===== src/rtl/isp_frame_ctrl_if.sv =====
// Pixel-valid and per-stage done/reset wiring between the frame sequencer and the pipeline.
// master = sequencer side, slave = source/pipeline side.
interface isp_frame_ctrl_if #(
  parameter int NUM_STAGES = 3
);
  logic                  iPixValid;
  logic                  oPixValid;
  logic [NUM_STAGES-1:0] iStageDone;
  logic [NUM_STAGES-1:0] oStageReset;

  modport master (
    input  iPixValid,
    input  iStageDone,
    output oPixValid,
    output oStageReset
  );

  modport slave (
    output iPixValid,
    output iStageDone,
    input  oPixValid,
    input  oStageReset
  );
endinterface


===== src/rtl/isp_frame_ctrl.sv =====
// Frame sequencer: admits one frame of pixels, collects stage dones, then issues a
// single-cycle flush to every stage before idling or re-arming.
module isp_frame_ctrl #(
  parameter int width      = 320,
  parameter int height     = 240,
  parameter int NUM_STAGES = 3,
  parameter int TIMEOUT    = 4096
) (
  input  logic                  clk,
  input  logic                  reset,
  input  logic                  iStart,
  input  logic                  iAbort,
  input  logic                  iContinuous,
  input  logic [NUM_STAGES-1:0] iStageMask,
  isp_frame_ctrl_if.master      bus,
  output logic                  oBusy,
  output logic                  oFrameDone,
  output logic                  oTimeout,
  output logic [16:0]           oPixCnt,
  output logic [15:0]           oDropCnt,
  output logic [15:0]           oFrameCnt
);

  localparam int frameSize = width * height;
  localparam int TW        = (TIMEOUT > 1) ? $clog2(TIMEOUT) : 1;

  typedef enum logic [1:0] {IDLE, FLUSH, FEED, DRAIN} state_e;

  state_e                state_q, state_d;
  logic                  go_q, go_d;
  logic                  fin_q, fin_d;
  logic [NUM_STAGES-1:0] flags_q, flags_d;
  logic [16:0]           pix_cnt_q, pix_cnt_d;
  logic [TW-1:0]         timer_q, timer_d;
  logic [15:0]           drop_cnt_q, drop_cnt_d;
  logic [15:0]           frame_cnt_q, frame_cnt_d;
  logic                  timeout_q, timeout_d;
  logic                  pix_fwd;
  logic                  all_done;

  always_comb begin
    // NOTE: every comb output gets a default first so no path leaves it unassigned (no latch).
    state_d     = state_q;
    go_d        = go_q;
    fin_d       = fin_q;
    flags_d     = flags_q;
    pix_cnt_d   = pix_cnt_q;
    timer_d     = timer_q;
    drop_cnt_d  = drop_cnt_q;
    frame_cnt_d = frame_cnt_q;
    timeout_d   = timeout_q;
    pix_fwd     = 1'b0;
    all_done    = &(flags_q | ~iStageMask);

    if (bus.iPixValid && (state_q != FEED) && (drop_cnt_q != 16'hFFFF))
      drop_cnt_d = drop_cnt_q + 1'b1;

    case (state_q)
      IDLE: begin
        if (iStart) begin
          state_d    = FLUSH;
          go_d       = 1'b1;
          fin_d      = 1'b0;
          drop_cnt_d = '0;
          timeout_d  = 1'b0;
        end
      end
      FLUSH: begin
        flags_d   = '0;
        pix_cnt_d = '0;
        timer_d   = '0;
        fin_d     = 1'b0;
        state_d   = go_q ? FEED : IDLE;
      end
      FEED: begin
        flags_d = flags_q | bus.iStageDone;
        if (bus.iPixValid) begin
          pix_fwd   = 1'b1;
          pix_cnt_d = pix_cnt_q + 1'b1;
          if (pix_cnt_q == 17'(frameSize - 1))
            state_d = DRAIN;
        end
      end
      DRAIN: begin
        flags_d = flags_q | bus.iStageDone;
        timer_d = timer_q + 1'b1;
        // Dones take precedence: a frame that completes on the last timer tick is not a timeout.
        if (all_done || (timer_q == TW'(TIMEOUT - 1))) begin
          state_d     = FLUSH;
          go_d        = iContinuous;
          fin_d       = 1'b1;
          frame_cnt_d = frame_cnt_q + 1'b1;
          timeout_d   = ~all_done;
        end
      end
      default: state_d = IDLE;
    endcase

    // Abort overrides any completion decided above in the same cycle.
    if (iAbort && (state_q != IDLE)) begin
      state_d     = FLUSH;
      go_d        = 1'b0;
      fin_d       = 1'b0;
      frame_cnt_d = frame_cnt_q;
      timeout_d   = timeout_q;
    end
  end

  // NOTE: sequential state uses non-blocking assignments so all flops update together.
  always_ff @(posedge clk or posedge reset) begin
    if (reset) begin
      state_q     <= IDLE;
      go_q        <= 1'b0;
      fin_q       <= 1'b0;
      flags_q     <= '0;
      pix_cnt_q   <= '0;
      timer_q     <= '0;
      drop_cnt_q  <= '0;
      frame_cnt_q <= '0;
      timeout_q   <= 1'b0;
    end else begin
      state_q     <= state_d;
      go_q        <= go_d;
      fin_q       <= fin_d;
      flags_q     <= flags_d;
      pix_cnt_q   <= pix_cnt_d;
      timer_q     <= timer_d;
      drop_cnt_q  <= drop_cnt_d;
      frame_cnt_q <= frame_cnt_d;
      timeout_q   <= timeout_d;
    end
  end

  // Flush and frame-done come straight off registered state so they never glitch.
  assign bus.oPixValid   = pix_fwd;
  assign bus.oStageReset = {NUM_STAGES{state_q == FLUSH}};
  assign oFrameDone      = (state_q == FLUSH) && fin_q;
  assign oBusy           = (state_q != IDLE);
  assign oTimeout        = timeout_q;
  assign oPixCnt         = pix_cnt_q;
  assign oDropCnt        = drop_cnt_q;
  assign oFrameCnt       = frame_cnt_q;

endmodule


===== src/flat_wrapper.sv =====
// flat-port wrapper written by rule: the top's interface ports become plain ports
module isp_frame_ctrl_flat 
#(
  parameter int width      = 320,
  parameter int height     = 240,
  parameter int NUM_STAGES = 3,
  parameter int TIMEOUT    = 4096
)
  (clk, reset, iStart, iAbort, iContinuous, iStageMask, oBusy, oFrameDone, oTimeout, oPixCnt, oDropCnt, oFrameCnt, bus_iPixValid, bus_iStageDone, bus_oPixValid, bus_oStageReset);
  isp_frame_ctrl_if #(.NUM_STAGES(NUM_STAGES)) bus_i ();
  input  logic clk;
  input  logic reset;
  input  logic iStart;
  input  logic iAbort;
  input  logic iContinuous;
  input  logic [NUM_STAGES-1:0] iStageMask;
  output logic oBusy;
  output logic oFrameDone;
  output logic oTimeout;
  output logic [16:0] oPixCnt;
  output logic [15:0] oDropCnt;
  output logic [15:0] oFrameCnt;
  input wire logic [$bits(bus_i.iPixValid)-1:0] bus_iPixValid;
  input wire logic [$bits(bus_i.iStageDone)-1:0] bus_iStageDone;
  output wire logic [$bits(bus_i.oPixValid)-1:0] bus_oPixValid;
  output wire logic [$bits(bus_i.oStageReset)-1:0] bus_oStageReset;
  assign bus_i.iPixValid = bus_iPixValid;
  assign bus_i.iStageDone = bus_iStageDone;
  assign bus_oPixValid = bus_i.oPixValid;
  assign bus_oStageReset = bus_i.oStageReset;
  isp_frame_ctrl #(.width(width), .height(height), .NUM_STAGES(NUM_STAGES), .TIMEOUT(TIMEOUT)) u_core (.clk(clk), .reset(reset), .iStart(iStart), .iAbort(iAbort), .iContinuous(iContinuous), .iStageMask(iStageMask), .bus(bus_i), .oBusy(oBusy), .oFrameDone(oFrameDone), .oTimeout(oTimeout), .oPixCnt(oPixCnt), .oDropCnt(oDropCnt), .oFrameCnt(oFrameCnt));
endmodule

===== config.mk =====
export PLATFORM = sky130hd
export DESIGN_NAME = isp_frame_ctrl_flat
export DESIGN_NICKNAME = d
export VERILOG_FILES = /design/src/rtl/isp_frame_ctrl_if.sv /design/src/rtl/isp_frame_ctrl.sv /design/src/flat_wrapper.sv
export SDC_FILE = /design/constraint.sdc
export NUM_CORES = 1
export LEC_CHECK = 0
export CAP_MARGIN = 20
export CORE_MARGIN = 4
export CORE_UTILIZATION = 56
export DETAILED_ROUTE_END_ITERATION = 6
export PLACE_DENSITY = 0.89
export SLEW_MARGIN = 5
export SYNTH_ARGS = -nofsm -noshare
export SYNTH_HDL_FRONTEND = slang
export SYNTH_SLANG_ARGS = --single-unit

===== constraint.sdc =====
create_clock -name clk -period 5.3 [get_ports clk]
set_clock_uncertainty 0.15 [all_clocks]
set_input_delay 1.325 -clock clk [delete_from_list [all_inputs] [get_ports clk]]
set_output_delay 1.325 -clock clk [all_outputs]
set_load 0.01 [all_outputs]

==> Word-level counts from Yosys, hierarchy flattened <==
Cells that the tools add are included.
{ "word_totals": {"ff_bits": 69, "latch_bits": 0, "mem_bits_rw": 0, "rom_bits": 0, "wordCells": 79, "mem_count": 0} }
{ "op_classes": {"n_addsub": 4, "mul": 0, "n_div": 0, "order_cmp": 0, "eq_ne": 14, "shift": 0, "n_mux": 26, "bitwise": 5, "reduce_logical": 21} }
{ "ops": {"columns": ["operator", "n"], "rows": [
  ["16-bit two-way mux", 3],
  ["17-bit case mux with 2 select lines", 1],
  ["16-bit by 1-bit adder with 16-bit output (second input constant)", 2],
  ["12-bit case mux with 2 select lines", 1],
  ["17-bit by 1-bit adder with 17-bit output (second input constant)", 1],
  ["17-bit == test (second input constant)", 1],
  ["17-bit two-way mux", 1],
  ["16-bit != test (second input constant)", 1],
  ["12-bit by 1-bit adder with 12-bit output (second input constant)", 1],
  ["12-bit == test (second input constant)", 1],
  ["2-bit two-way mux", 6],
  ["3-bit AND reduction", 4],
  ["2-bit nonzero test", 5],
  ["1-bit two-way mux", 9],
  ["2-bit case mux with 4 select lines", 1],
  ["4-bit AND reduction", 2],
  ["2-bit != test (second input constant)", 3],
  ["3-bit by 1-bit != test with 1-bit output (second input constant)", 2],
  ["3-bit by 2-bit != test with 1-bit output (second input constant)", 2],
  ["3-bit bitwise OR", 2],
  ["3-bit case mux with 2 select lines", 1],
  ["2-bit == test (second input constant)", 2],
  ["1-bit logical AND", 4],
  ["1-bit case mux with 2 select lines", 2],
  ["other kinds (11)", 12]
]} }

==> Depth between registers and ports, before layout <==
Gate-level depths: netlist (run 1).
{ "logic_depth": {"ltp_word": 7, "ltp_mapped": 8} }

==> Worst setup path before layout (run 1) <==
No wires, ideal clock.
{ "synth_path": {"path_kind": "in2out", "start": "input port bus_iPixValid", "end": "output port bus_oPixValid", "arrival_ps": 1583, "path_slack_ps": 2242, "cell_stages": 2, "path_cell_list": "nand2_1 > inv_1"} }
{ "synth_via": {"elab_chain_len": 2} }
{ "synth_lines": {"columns": ["element", "line", "source"], "rows": [
  ["start: declaration", "flat_wrapper.sv:23", "input wire logic [$bits(bus_i.iPixValid)-1:0] bus_iPixValid;"],
  ["1-bit two-way mux", "isp_frame_ctrl.sv:77", "if (bus.iPixValid) begin"],
  ["1-bit two-way mux", "isp_frame_ctrl.sv:58", "case (state_q)"],
  ["end: declaration", "flat_wrapper.sv:25", "output wire logic [$bits(bus_i.oPixValid)-1:0] bus_oPixValid;"]
]} }
No other way between the ends.

==> Worst setup path in the final report (run 1) <==
Same ends and word-level chain as after synthesis.

==> flow_metrics.env, run 1 <==
export IMPL_core_area_sq_um=6060
export IMPL_crit_buf_inv=3
export IMPL_synth_async_reset_ratio_pct=100
export IMPL_wl_mm=8.00
export IMPL_firstDrtPassIters=4
export IMPL_ir_drop_v=0.000320
export IMPL_grt_use_met2_pct=37.1
export IMPL_cts_resized=0
export IMPL_synthTopCellsByArea="dfrtp_1, xnor2_1, mux2i_1, nand3_1, nand2_1"
export IMPL_critPathCapture="bus_oPixValid"
export IMPL_leakage_nw=1.96
export IMPL_yosys_warnings=0
export IMPL_io_buffers=67
export IMPL_place_congestion=0.807
export IMPL_critPathKind="input pin to primary output"
export IMPL_ys_seq_area_share_pct=48.1
export IMPL_antenna_found_initial=0
export IMPL_layout_commonest_cell="dfrtp_1"
export IMPL_slowest_stage="clkdlybuf4s50_1"
export IMPL_synthFlopType="dfrtp_1"
export IMPL_fmaxAchievable_ghz=0.238
export IMPL_critical_path_max_fanout=6
export IMPL_yosysTopAreaCell="dfrtp_1"
export IMPL_syn_inst=363
export IMPL_cts_tree="built"
export IMPL_drc_errors=0
export IMPL_path_depth=4
export IMPL_cts_root_buf="clkbuf_8"
export IMPL_first_global_vias=3005
export IMPL_synth_area_sq_um=3590
export IMPL_h_tree_depth=3
export IMPL_dp_cells=496
export IMPL_clock_sinks=69
export IMPL_slew_headroom_pct=43.2
export IMPL_critPathArrivalTime_ns=2.73
export IMPL_rsz0062_at_grt="no"
export IMPL_crit_path_max_incr_delay_ns=0.56
export IMPL_postSynthNetCount=385
export IMPL_maxCapViolCount=0
export IMPL_r2r_cells=5
export IMPL_vias=2949
export IMPL_hold_buffers=0
export IMPL_hold_class="flop to flop"
export IMPL_synth_ff_latch_count=69
export IMPL_status="finished, final reports clean"
export IMPL_hpwl_mm=5.67
export IMPL_synth_edff_count=0
export IMPL_synth_cell_type_count=48
export IMPL_crit_chain="clkdlybuf4s50_1 -> nand2_1 -> inv_1 -> clkdlybuf4s50_1"
export IMPL_postLayoutCoreUtil_pct=75.5
export IMPL_track_usage_pct=22.7
export IMPL_regArea_sq_um=1730
export IMPL_path_clk_slew_ns=0.07
export IMPL_clk_path_buf_depth=2
export IMPL_worstReg2RegStart="u_core.state_q[0]$_DFFE_PP0P_"
export IMPL_crit_required_ns=3.83
export IMPL_die_height_um=88.1
export IMPL_holdWs_ns=0.340
export IMPL_finalSetupViolCount=0
export IMPL_busiest_layer="met2"
export IMPL_drt_iter0_markers=175
export IMPL_crit_family="buffers and inverters"
export IMPL_io_pins=68
export IMPL_via_per_inst=5.75
export IMPL_fin_tns_setup_ns=0
export IMPL_num_rows=28
export IMPL_wl_per_cell_um=15.6
export IMPL_grt_first_pass_wirelength_mm=13.7
export IMPL_timing_rr_end="u_core.oFrameCnt[11]$_DFFE_PP0P_"
export IMPL_tightest_slew_ns=0.845
export IMPL_power_density_nw_per_um2=327
export IMPL_slew_viol_final=0
export IMPL_ant_nets=0
export IMPL_netlist_area_leader_share_pct=48.1
export IMPL_fin_crit_sh_pct=79.4
export IMPL_start_util_pct=59.3
export IMPL_drive_above_1_share_pct=7.08
export IMPL_stdcell_count=513
export IMPL_die_area_sq_um=7760
export IMPL_fillerInstances=407
export IMPL_fin_crit_ns=4.21
export IMPL_grt_use_met3_pct=6.59
export IMPL_syn_avg_cell_area_sq_um=9.90
export IMPL_area_delta_synth_final_pct=27.3
export IMPL_final_hold_violation_count=0
export IMPL_post_cts_buffers=0
export IMPL_grt_overflow_total=0
export IMPL_clkLatencyLatePin_ns=0.35
export IMPL_antenna_cells=0
export IMPL_layout_common_cells="dfrtp_1, clkdlybuf4s50_1, nand2_1"
export IMPL_cts_made_buffers=9
export IMPL_nets=455
export IMPL_end_kind="primary output"
export IMPL_path_common_cell="clkdlybuf4s50_1"
export IMPL_grt_max_degree=49
export IMPL_crit_start="bus_iPixValid"
export IMPL_ff2ff_setup_slack_ns=2.76
export IMPL_startpoint_type="input pin"
export IMPL_multi_input_area_sq_um=1770
export IMPL_dieWidth_um=88.1
export IMPL_use_met1_pct=29.1
-- per-layer routing --
layer | vias to the layer above | routed length [um] | share of wire [%]
li1 | 1426 | - | -
met3 | 15 | 433 | 5.4
met1 | 1421 | 3510 | 44
met5 | - | 0 | 0
met2 | 87 | 3950 | 49
met4 | 0 | 104 | 1.3
-- how the worst min path moves through the flow --
stage                                startpoint                          endpoint  cells past startpoint
2_1_floorplan    u_core.timer_q[11]$_DFFE_PP0P_    u_core.timer_q[11]$_DFFE_PP0P_                      1
3_3_place_gp     u_core.timer_q[11]$_DFFE_PP0P_    u_core.timer_q[11]$_DFFE_PP0P_                      1
3_5_place_dp   u_core.oFrameCnt[15]$_DFFE_PP0P_  u_core.oFrameCnt[15]$_DFFE_PP0P_                      1
4_1_cts        u_core.oFrameCnt[15]$_DFFE_PP0P_  u_core.oFrameCnt[15]$_DFFE_PP0P_                      1
5_1_grt          u_core.timer_q[11]$_DFFE_PP0P_    u_core.timer_q[11]$_DFFE_PP0P_                      1
6_report       u_core.oFrameCnt[15]$_DFFE_PP0P_  u_core.oFrameCnt[15]$_DFFE_PP0P_                      1
-- synthesized netlist by cell type (6+ instances only) --
master,n
a21oi_1,11
and3_1,10
clkbuf_1,7
dfrtp_1,69
ha_1,10
inv_1,11
mux2i_1,16
nand2_1,34
nand2b_1,7
nand3_1,31
nand4_1,14
nor2_1,31
nor3_1,10
o211ai_1,6
o21ai_0,16
xnor2_1,24
-- stage by stage --
| stage | setup slack, ns | power (mW) | cell area (sq um) |
|---|---|---|---|
| 4_1_cts | 1.09 | 1.51 | 4550 |
| 6_report | 1.09 | 1.50 | 4570 |
| 5_1_grt | 1.01 | 1.58 | 4570 |
| 2_1_floorplan | 2.09 | 0.869 | 3590 |
| 3_5_place_dp | 1.10 | 1.01 | 4320 |
| 3_3_place_gp | 1.13 | 0.998 | 4320 |
-- logic make-up after synthesis --
logic type      count (synthesis)  share of synthesized area (%)
xor+xnor                       29                           7.07
buf+inv                        22                           2.58
fa+ha+maj                      10                           3.48
mux                            18                           5.09
flops                          69                           48.1
compound gates                 48                           8.99
simple gates                  167                           24.7
-- final cells by class --
class / count / area share [%]
multi-input combinational: 272 / 38.8
sequential: 69 / 37.7
timing repair buffer: 70 / 15.4
clock buffer: 11 / 3.31
tap: 75 / 2.05
clock inverter: 5 / 1.81
inverter: 11 / 0.903
-- flip-flops by register name (all words and copies together) (netlist names) --
register	cells
u_core.fin_q	1
u_core.oDropCnt	16
u_core.flags_q	3
u_core.oPixCnt	17
u_core.oFrameCnt	16
u_core.timer_q	12
u_core.oTimeout	1
u_core.state_q	2
u_core.go_q	1
-- power by group --
part | internal, mW | leakage [nW] | switching [mW]
sequential | 0.570 | 0.950 | 0.0542
combinational | 0.167 | 0.904 | 0.209
clock | 0.290 | 0.108 | 0.206
total | 1.03 | 1.96 | 0.469
Note: power is estimated with default switching activity, not from simulation.
==> inputs of run 2 (changes only) <==
--- a/config.mk
+++ b/config.mk
@@ -7,9 +7,9 @@
 export LEC_CHECK = 0
 export CAP_MARGIN = 20
 export CORE_MARGIN = 4
-export CORE_UTILIZATION = 56
+export CORE_UTILIZATION = 47
 export DETAILED_ROUTE_END_ITERATION = 6
-export PLACE_DENSITY = 0.89
+export PLACE_DENSITY = 0.8
 export SLEW_MARGIN = 5
 export SYNTH_ARGS = -nofsm -noshare
 export SYNTH_HDL_FRONTEND = slang
==> constraint.sdc (replaced) <==
create_clock -name clk -period 3.75 [get_ports clk]
set_clock_uncertainty 0.15 [all_clocks]
set_input_delay 0.9375 -clock clk [delete_from_list [all_inputs] [get_ports clk]]
set_output_delay 0.9375 -clock clk [all_outputs]
set_load 0.01 [all_outputs]
==> run 2 against run 1 <==
Net effect:
- clock power increased by 28%
- largest cell class unchanged
- count of clock-buffer cells in the layout unchanged
- non-clock buffer count unchanged
- die area increased by 17%
- global-route usage decreased by 4.5 points
- cell count increased by 4.7%
- via count decreased by 2.3%
==> flow_metrics.env, run 2 (synthesized netlist as in run 1, its figures left out) <==
export IMPL_leakage_nw=1.95
export IMPL_status="finished, final reports clean"
export IMPL_grt_first_pass_wirelength_mm=13.0
export IMPL_crit_chain="clkdlybuf4s50_1 -> nand2_1 -> inv_1 -> clkdlybuf4s50_1"
export IMPL_rsz0062_at_grt="no"
export IMPL_place_congestion=0.849
export IMPL_cts_root_buf="clkbuf_8"
export IMPL_slowest_stage="clkdlybuf4s50_1"
export IMPL_dieWidth_um=95.4
export IMPL_start_util_pct=49.0
export IMPL_fin_crit_sh_pct=91.4
export IMPL_path_clk_slew_ns=0.07
export IMPL_post_place_ws_ns=0.318
export IMPL_io_buffers=67
export IMPL_h_tree_depth=3
export IMPL_final_hold_violation_count=0
export IMPL_firstDrtPassIters=4
export IMPL_critPathKind="input pin to primary output"
export IMPL_first_global_vias=2813
export IMPL_ir_drop_v=0.000298
export IMPL_clk_path_buf_depth=2
export IMPL_die_height_um=95.4
export IMPL_startpoint_type="input pin"
export IMPL_slew_viol_final=0
export IMPL_setup_ws_ns=0.321
export IMPL_cts_resized=0
export IMPL_die_area_sq_um=9110
export IMPL_layout_commonest_cell="dfrtp_1"
export IMPL_slew_headroom_pct=43.1
export IMPL_cts_made_buffers=9
export IMPL_layout_common_cells="dfrtp_1, clkdlybuf4s50_1, nand2_1"
export IMPL_critical_path_max_fanout=6
export IMPL_grt_max_degree=70
export IMPL_critPathArrivalTime_ns=2.34
export IMPL_ff2ff_setup_slack_ns=1.41
export IMPL_end_kind="primary output"
export IMPL_cts_tree="built"
export IMPL_core_area_sq_um=7330
export IMPL_drive_above_1_share_pct=7.08
export IMPL_antenna_found_initial=0
export IMPL_hold_buffers=0
export IMPL_crit_buf_inv=3
export IMPL_crit_path_max_incr_delay_ns=0.57
export IMPL_crit_family="buffers and inverters"
export IMPL_antenna_cells=0
export IMPL_hold_class="flop to flop"
export IMPL_fin_tns_setup_ns=0
export IMPL_power_mw=2.05
export IMPL_track_usage_pct=18.2
export IMPL_fmaxAchievable_ghz=0.292
export IMPL_drt_iter0_markers=98
export IMPL_io_pins=68
export IMPL_hpwl_mm=5.51
export IMPL_wl_mm=7.64
export IMPL_tightest_slew_ns=0.854
export IMPL_ant_nets=0
export IMPL_area_delta_synth_final_pct=27.2
export IMPL_fin_crit_ns=3.43
export IMPL_clkLatencyLatePin_ns=0.35
export IMPL_vias=2881
export IMPL_path_common_cell="clkdlybuf4s50_1"
export IMPL_drc_errors=0
export IMPL_finalSetupViolCount=0
export IMPL_power_density_nw_per_um2=448
export IMPL_via_per_inst=5.36
export IMPL_clock_sinks=69
export IMPL_maxCapViolCount=0
export IMPL_largest_reg_flops=17
export IMPL_grt_overflow_total=0
export IMPL_nets=455
export IMPL_crit_required_ns=2.66
export IMPL_num_rows=31
export IMPL_wl_per_cell_um=14.2
export IMPL_post_cts_buffers=0
==> run 2: area by class of cell <==
cell class | instances | area, sq um
Fill cell | 589 | 2760
Timing Repair Buffer | 70 | 693
Inverter | 11 | 41.3
Clock buffer | 11 | 151
Tap cell | 99 | 124
Sequential cell | 69 | 1730
Clock inverter | 5 | 58.8
Multi-Input combinational cell | 272 | 1770
==> run 2: where the power goes <==
part	total, mW	switching [mW]	internal [mW]	leakage [nW]
clock	0.633	0.289	0.343	0.102
combinational	0.535	0.299	0.236	0.900
sequential	0.878	0.0723	0.806	0.950
total	2.05	0.660	1.39	1.95
==> run 2: stage by stage <==
step                hold slack [ns]  utilization (%)  instance area, sq um  cells
CTS                           0.337             62.3                  4570    537
detailed placement            0.320             59.4                  4360    521
global placement              0.311             59.4                  4360    521
global route                  0.355             62.3                  4570    537
finish                        0.337             62.3                  4570    537
floorplan                     0.291                -                  3590    363
==> run 2: worst register-to-register path, stage by stage, from the launching register on <==
cell and delay [ns]:
dfrtp_1 0.40, inv_1 0.15, ha_1 0.25, nand2b_1 0.28, nand3_1 0.18, a2111oi_4 0.50, nand3_1 0.16, xnor2_1 0.16
==> run 2: path summary, 6_finish.rpt <==
kind,from,endpoint,depth (start not counted)
worst min-delay path,u_core.timer_q[11]$_DFFE_PP0P_,u_core.timer_q[11]$_DFFE_PP0P_,1
worst max-delay path,bus_iPixValid,bus_oPixValid,4
min in group asynchronous,reset,u_core.oPixCnt[11]$_DFFE_PP0P_,3
worst max register to register,u_core.state_q[1]$_DFFE_PP0P_,u_core.oFrameCnt[15]$_DFFE_PP0P_,7
worst min register to register,u_core.timer_q[11]$_DFFE_PP0P_,u_core.timer_q[11]$_DFFE_PP0P_,1
max in group asynchronous,reset,u_core.oPixCnt[14]$_DFFE_PP0P_,3
==> run 2: metal layers <==
metal | share of wire, % | routed length [um] | global-route usage, % | vias up
met2 | 46 | 3540 | 28.7 | 62
li1 | - | - | - | 1432
met1 | 48 | 3670 | 24.6 | 1377
met3 | 4.3 | 325 | 4.03 | 10
met4 | 1.4 | 106 | 6.52 | 0
met5 | 0 | 0 | 0 | -
